==> src/rtl/brp_resolve_queue.sv <==
// In-order queue of in-flight branch predictions.
// Scores the oldest entry on resolve and flushes on mispredict.
module brp_resolve_queue #(
  parameter int DEPTH = 8,
  parameter int PC_W  = 32,
  parameter int CNT_W = 32,
  localparam int AW   = $clog2(DEPTH),
  localparam int CW   = AW + 1
) (
  input  logic             clk,
  input  logic             rst,
  input  logic             push,
  input  logic [PC_W-1:0]  push_pc,
  input  logic             push_pred,
  output logic             full,
  output logic             empty,
  output logic [CW-1:0]    count,
  input  logic             resolve,
  input  logic [PC_W-1:0]  resolve_pc,
  input  logic             resolve_taken,
  input  logic             flush,
  output logic             bp_load,
  output logic             bp_correctness,
  output logic             mispredict,
  output logic [PC_W-1:0]  mispredict_pc,
  output logic [CNT_W-1:0] branch_cnt,
  output logic [CNT_W-1:0] mispred_cnt,
  output logic             err_overflow,
  output logic             err_underflow,
  output logic             err_order
);

  typedef struct packed {
    logic [PC_W-1:0] pc;
    logic            pred;
  } entry_t;

  entry_t          mem [DEPTH];
  logic [AW-1:0]   wr_ptr;
  logic [AW-1:0]   rd_ptr;
  entry_t          head;
  logic            res_ok;
  logic            push_ok;
  logic            correct;
  logic            mis;
  logic            clear;

  assign full  = (count == CW'(DEPTH));
  assign empty = (count == '0);
  assign head  = mem[rd_ptr];

  // Accept/score decisions for this cycle
  always_comb begin
    res_ok  = resolve && !empty;
    push_ok = push && (!full || res_ok);
    correct = (head.pred == resolve_taken);
    mis     = res_ok && !correct;
    clear   = flush || mis;
  end

  // Entry storage; wrong-path pushes are never written
  always_ff @(posedge clk) begin
    if (push_ok && !clear)
      mem[wr_ptr] <= '{pc: push_pc, pred: push_pred};
  end

  // Pointers and occupancy; mispredict or flush empties the queue
  always_ff @(posedge clk or negedge rst) begin
    if (!rst) begin
      wr_ptr <= '0;
      rd_ptr <= '0;
      count  <= '0;
    end else if (clear) begin
      wr_ptr <= '0;
      rd_ptr <= '0;
      count  <= '0;
    end else begin
      if (push_ok)
        wr_ptr <= wr_ptr + AW'(1);
      if (res_ok)
        rd_ptr <= rd_ptr + AW'(1);
      count <= count + CW'(push_ok) - CW'(res_ok);
    end
  end

  // Registered predictor strobes and mispredict report
  always_ff @(posedge clk or negedge rst) begin
    if (!rst) begin
      bp_load        <= 1'b0;
      bp_correctness <= 1'b0;
      mispredict     <= 1'b0;
      mispredict_pc  <= '0;
    end else begin
      bp_load        <= res_ok;
      bp_correctness <= res_ok && correct;
      mispredict     <= mis;
      if (mis)
        mispredict_pc <= head.pc;
    end
  end

  // Saturating statistics
  always_ff @(posedge clk or negedge rst) begin
    if (!rst) begin
      branch_cnt  <= '0;
      mispred_cnt <= '0;
    end else begin
      if (res_ok && branch_cnt != '1)
        branch_cnt <= branch_cnt + CNT_W'(1);
      if (mis && mispred_cnt != '1)
        mispred_cnt <= mispred_cnt + CNT_W'(1);
    end
  end

  // Sticky protocol errors
  always_ff @(posedge clk or negedge rst) begin
    if (!rst) begin
      err_overflow  <= 1'b0;
      err_underflow <= 1'b0;
      err_order     <= 1'b0;
    end else begin
      if (push && full && !res_ok)
        err_overflow <= 1'b1;
      if (resolve && empty)
        err_underflow <= 1'b1;
      if (res_ok && resolve_pc != head.pc)
        err_order <= 1'b1;
    end
  end

endmodule

==> config.mk <==
export PLATFORM = sky130hd
export DESIGN_NAME = brp_resolve_queue
export DESIGN_NICKNAME = d
export VERILOG_FILES = /design/src/rtl/brp_resolve_queue.sv
export SDC_FILE = /design/constraint.sdc
export NUM_CORES = 1
export LEC_CHECK = 0
export CAP_MARGIN = 5
export CORE_MARGIN = 2
export CORE_UTILIZATION = 50
export DETAILED_ROUTE_END_ITERATION = 16
export PLACE_DENSITY = 0.82
export SLEW_MARGIN = 20
export SYNTH_ARGS = -nofsm -noshare
export SYNTH_HDL_FRONTEND = slang
export SYNTH_SLANG_ARGS = --single-unit
==> constraint.sdc <==
create_clock -name clk -period 7 [get_ports clk]
set_input_delay 1.4 -clock clk [delete_from_list [all_inputs] [get_ports clk]]
set_output_delay 1.4 -clock clk [all_outputs]
set_load 0.03 [all_outputs]
==> results.yml <==
yosys:
  seq_area_frac_synth: 0.705
  synth-compound-area-share: 0.0340
  synth.area.mux_share: 0.105
  synthesis.nets: 1000
  syn-instance-count: 919
  synth.top_cells.by_area: "sky130_fd_sc_hd__edfxtp_1 (52%), sky130_fd_sc_hd__dfrtp_1 (18%), sky130_fd_sc_hd__mux4_2 (6.4%), sky130_fd_sc_hd__mux2i_1 (3.3%), sky130_fd_sc_hd__xnor2_1 (3.0%)"
  combinational_family_with_the_most_area_after_synthesis: "multiplexers"
  synth.cell_area_um2: 15200
  yosys_warnings: 0
  synthesis.area_per_instance_um2: 16.6
  synth-adder-area-share: 0.00871
  synth-edff-count: 264
  ys_ff_latch: 376
  synth_cell_type_count: 58
  synthArstFlopShare: 0.298
  synth_ff_type: "sky130_fd_sc_hd__edfxtp_1"
  yosys.area_share.simple: 0.0742
  synth.top_cell.area_share: 0.521
  synthXorXnorAreaFrac: 0.0588
  synth.largest_area_cell: "sky130_fd_sc_hd__edfxtp_1"
power:
  power.density_cell_area_nw_per_um2: 336
  post-layout-total-power_mw: 6.32
  vdd.ir_drop.worst_v: 0.000290
  power_leakage_nw: 6.69
timing:
  timing.slew.headroom: 0.352
  fin_tns_setup_ps: 0
  hold_slack_ps: 474
  tightestPinTransition_ps: 972
  period_share: 0.632
  timing_max_transition_violations_final: 0
  setup_violations: 0
  rsz0062_at_grt: "no"
  finalHoldViolCount: 0
  fin_skew_ps: 21.9
  max_freq_mhz: 226
  min_period_ps: 4420
  timing.final.ws_setup_ps: 2580
placed_design:
  dp.final_hpwl_mm: 21.3
  placement.io_buffers: 178
  gp_routability_congestion: 0.779
  dpl_worst_slack_ps: 1830
drt:
  via_count: 8924
  wl_final_mm: 34.4
  drt_iter0_markers: 871
  detail_route.drc_violations: 0
  routedWlPerCell_um: 22.4
  final_antenna_violating_net_count: 0
  drt_pass1_iterations: 5
  avgViaCountPerCell: 5.81
finish:
  fraction_of_layout_cells_with_a_size_suffix_above_1: 0.138
  synthToLayoutAreaGrowth_pct: 23.7
  layout.cells.most_common: "sky130_fd_sc_hd__edfxtp_1"
  final_cell_mix: "sky130_fd_sc_hd__edfxtp_1 (264), sky130_fd_sc_hd__clkdlybuf4s50_1 (177), sky130_fd_sc_hd__dfrtp_1 (110)"
  fin_nets: 1198
  n_antenna_cell: 0
grt:
  grt.overflow.total: 0
  grt_antenna_before_repair: 1
  grt_first_pass_wirelength_mm: 52.3
  grt_max_degree: 75
  track_usage: 0.220
  number_of_global_route_vias_before_repair: 9055
critical_path:
  crit_slowest_cell: "sky130_fd_sc_hd__nor3_4"
  critical-path-max-stage-delay_ps: 610
  critical_path_peak_fanout: 61
  worst_setup_path_end_kind: "register"
  worst-endpoint-required_ps: 7220
  timing.critical_path.cells: "clkdlybuf4s50_1 > nand2b_1 > clkinv_1 > nand2_4 > inv_2 > nor2_2 > nand3_2 > nor3_4 > buf_12"
  critPathArrivalTime_ps: 4640
  setup.worst_path.start_class: "input pin"
  critical_path_class: "in2reg"
clocking:
  cts_made_buffers: 38
  cts_max_path_buffers: 3
  cts_root_buf: "sky130_fd_sc_hd__clkbuf_16"
  cts.htree.levels: 2
  worstSkewPairLatency_ps: 540
  post_cts.repair.setup_buffers: 0
  cts.sink_count: 376
  cts_hold_fix_bufs: 0
  cts_tree: "done"
  cts_resized: 0
  path_clk_slew_ps: 60
worst_hold_path:
  worst_min_delay_path_class: "reg2reg"
floorplan:
  dieArea_um2: 31800
  coreArea_um2: 29800
  initial_utilization: 0.511
  fp.dieW_um: 178
  rows: 63
  die_h_um: 178
  pin_count: 179
status:
  run_status: "finished, final reports clean"
job:
  maxCapViolations: 0
==> per-stage QoR <==
step                cells  utilization  cell area (um2)
floorplan             919            -            15200
global placement     1466        0.586            17500
detailed placement   1467        0.587            17500
CTS                  1537        0.632            18800
global route         1537        0.632            18800
finish               1537        0.632            18800
==> final timing paths <==
path	from	to	slack (ps)	depth (start not counted)
hold reg to reg	err_underflow	err_underflow	470	1
hold / removal	err_underflow	err_underflow	470	1
setup reg to reg	count[2]	mem[1][27]	2900	11
setup / recovery	resolve	mem[1][27]	2580	9
min in group asynchronous	rst	mispred_cnt[9]	1030	1
max in group asynchronous	rst	rd_ptr[1]	4740	2
==> critical path: cells and delay by family <==
kind                   cells  cell delay (ps)
buffers and inverters      4             1320
AND/OR/NAND/NOR            5             1900
==> cells in the mapped netlist (8+ instances only) <==
| cell | n |
|---|---|
| sky130_fd_sc_hd__ha_1 | 9 |
| sky130_fd_sc_hd__xnor2_1 | 52 |
| sky130_fd_sc_hd__edfxtp_1 | 264 |
| sky130_fd_sc_hd__o21ai_0 | 38 |
| sky130_fd_sc_hd__a21oi_1 | 8 |
| sky130_fd_sc_hd__nand2_1 | 64 |
| sky130_fd_sc_hd__buf_2 | 15 |
| sky130_fd_sc_hd__a22oi_1 | 15 |
| sky130_fd_sc_hd__and3_1 | 10 |
| sky130_fd_sc_hd__nand4_1 | 23 |
| sky130_fd_sc_hd__nand3_1 | 23 |
| sky130_fd_sc_hd__nor2_1 | 25 |
| sky130_fd_sc_hd__mux2i_1 | 50 |
| sky130_fd_sc_hd__mux2_2 | 8 |
| sky130_fd_sc_hd__and2_1 | 9 |
| sky130_fd_sc_hd__mux4_2 | 43 |
| sky130_fd_sc_hd__xor2_1 | 47 |
| sky130_fd_sc_hd__clkbuf_1 | 12 |
| sky130_fd_sc_hd__dfrtp_1 | 112 |
| sky130_fd_sc_hd__and4_1 | 9 |
==> state kept, by name (all words and copies together) (netlist names), 3 cells and up <==
signal and flops:
branch_cnt 32, count 4, mem 264, mispred_cnt 32, mispredict_pc 32, rd_ptr 3, wr_ptr 3
==> routing by layer <==
metal	share of wire	GRT usage	wire length (um)
met4	0.027	0.0711	938
met1	0.40	0.297	13700
met5	0.00032	0	11
met3	0.092	0.0490	3150
met2	0.48	0.358	16500
==> area by class of cell <==
type,count,area [um2]
fill,2058,11000
sequential,376,10700
multi-input combinational,499,4310
timing repair buffer,192,1920
clock buffer,46,1030
tap,390,488
clock inverter,24,300
inverter,10,37.5
==> report_power, final <==
part | switching, mW | total [mW] | internal [mW]
Combinational | 0.845 | 1.43 | 0.587
Clock | 0.851 | 2.13 | 1.28
Sequential | 0.163 | 2.75 | 2.59
==> cell families (layout without fill, tap and decap cells) <==
group | after synthesis | count (layout)
adder cells (fa/ha/maj) | 10 | 10
AO/OA/AOI/OAI | 82 | 82
buffers and inverters | 44 | 272
multiplexers | 103 | 103
AND/OR/NAND/NOR | 204 | 204
XOR/XNOR | 100 | 100
flip-flops | 376 | 376
Note: power is estimated with default switching activity, not from simulation.
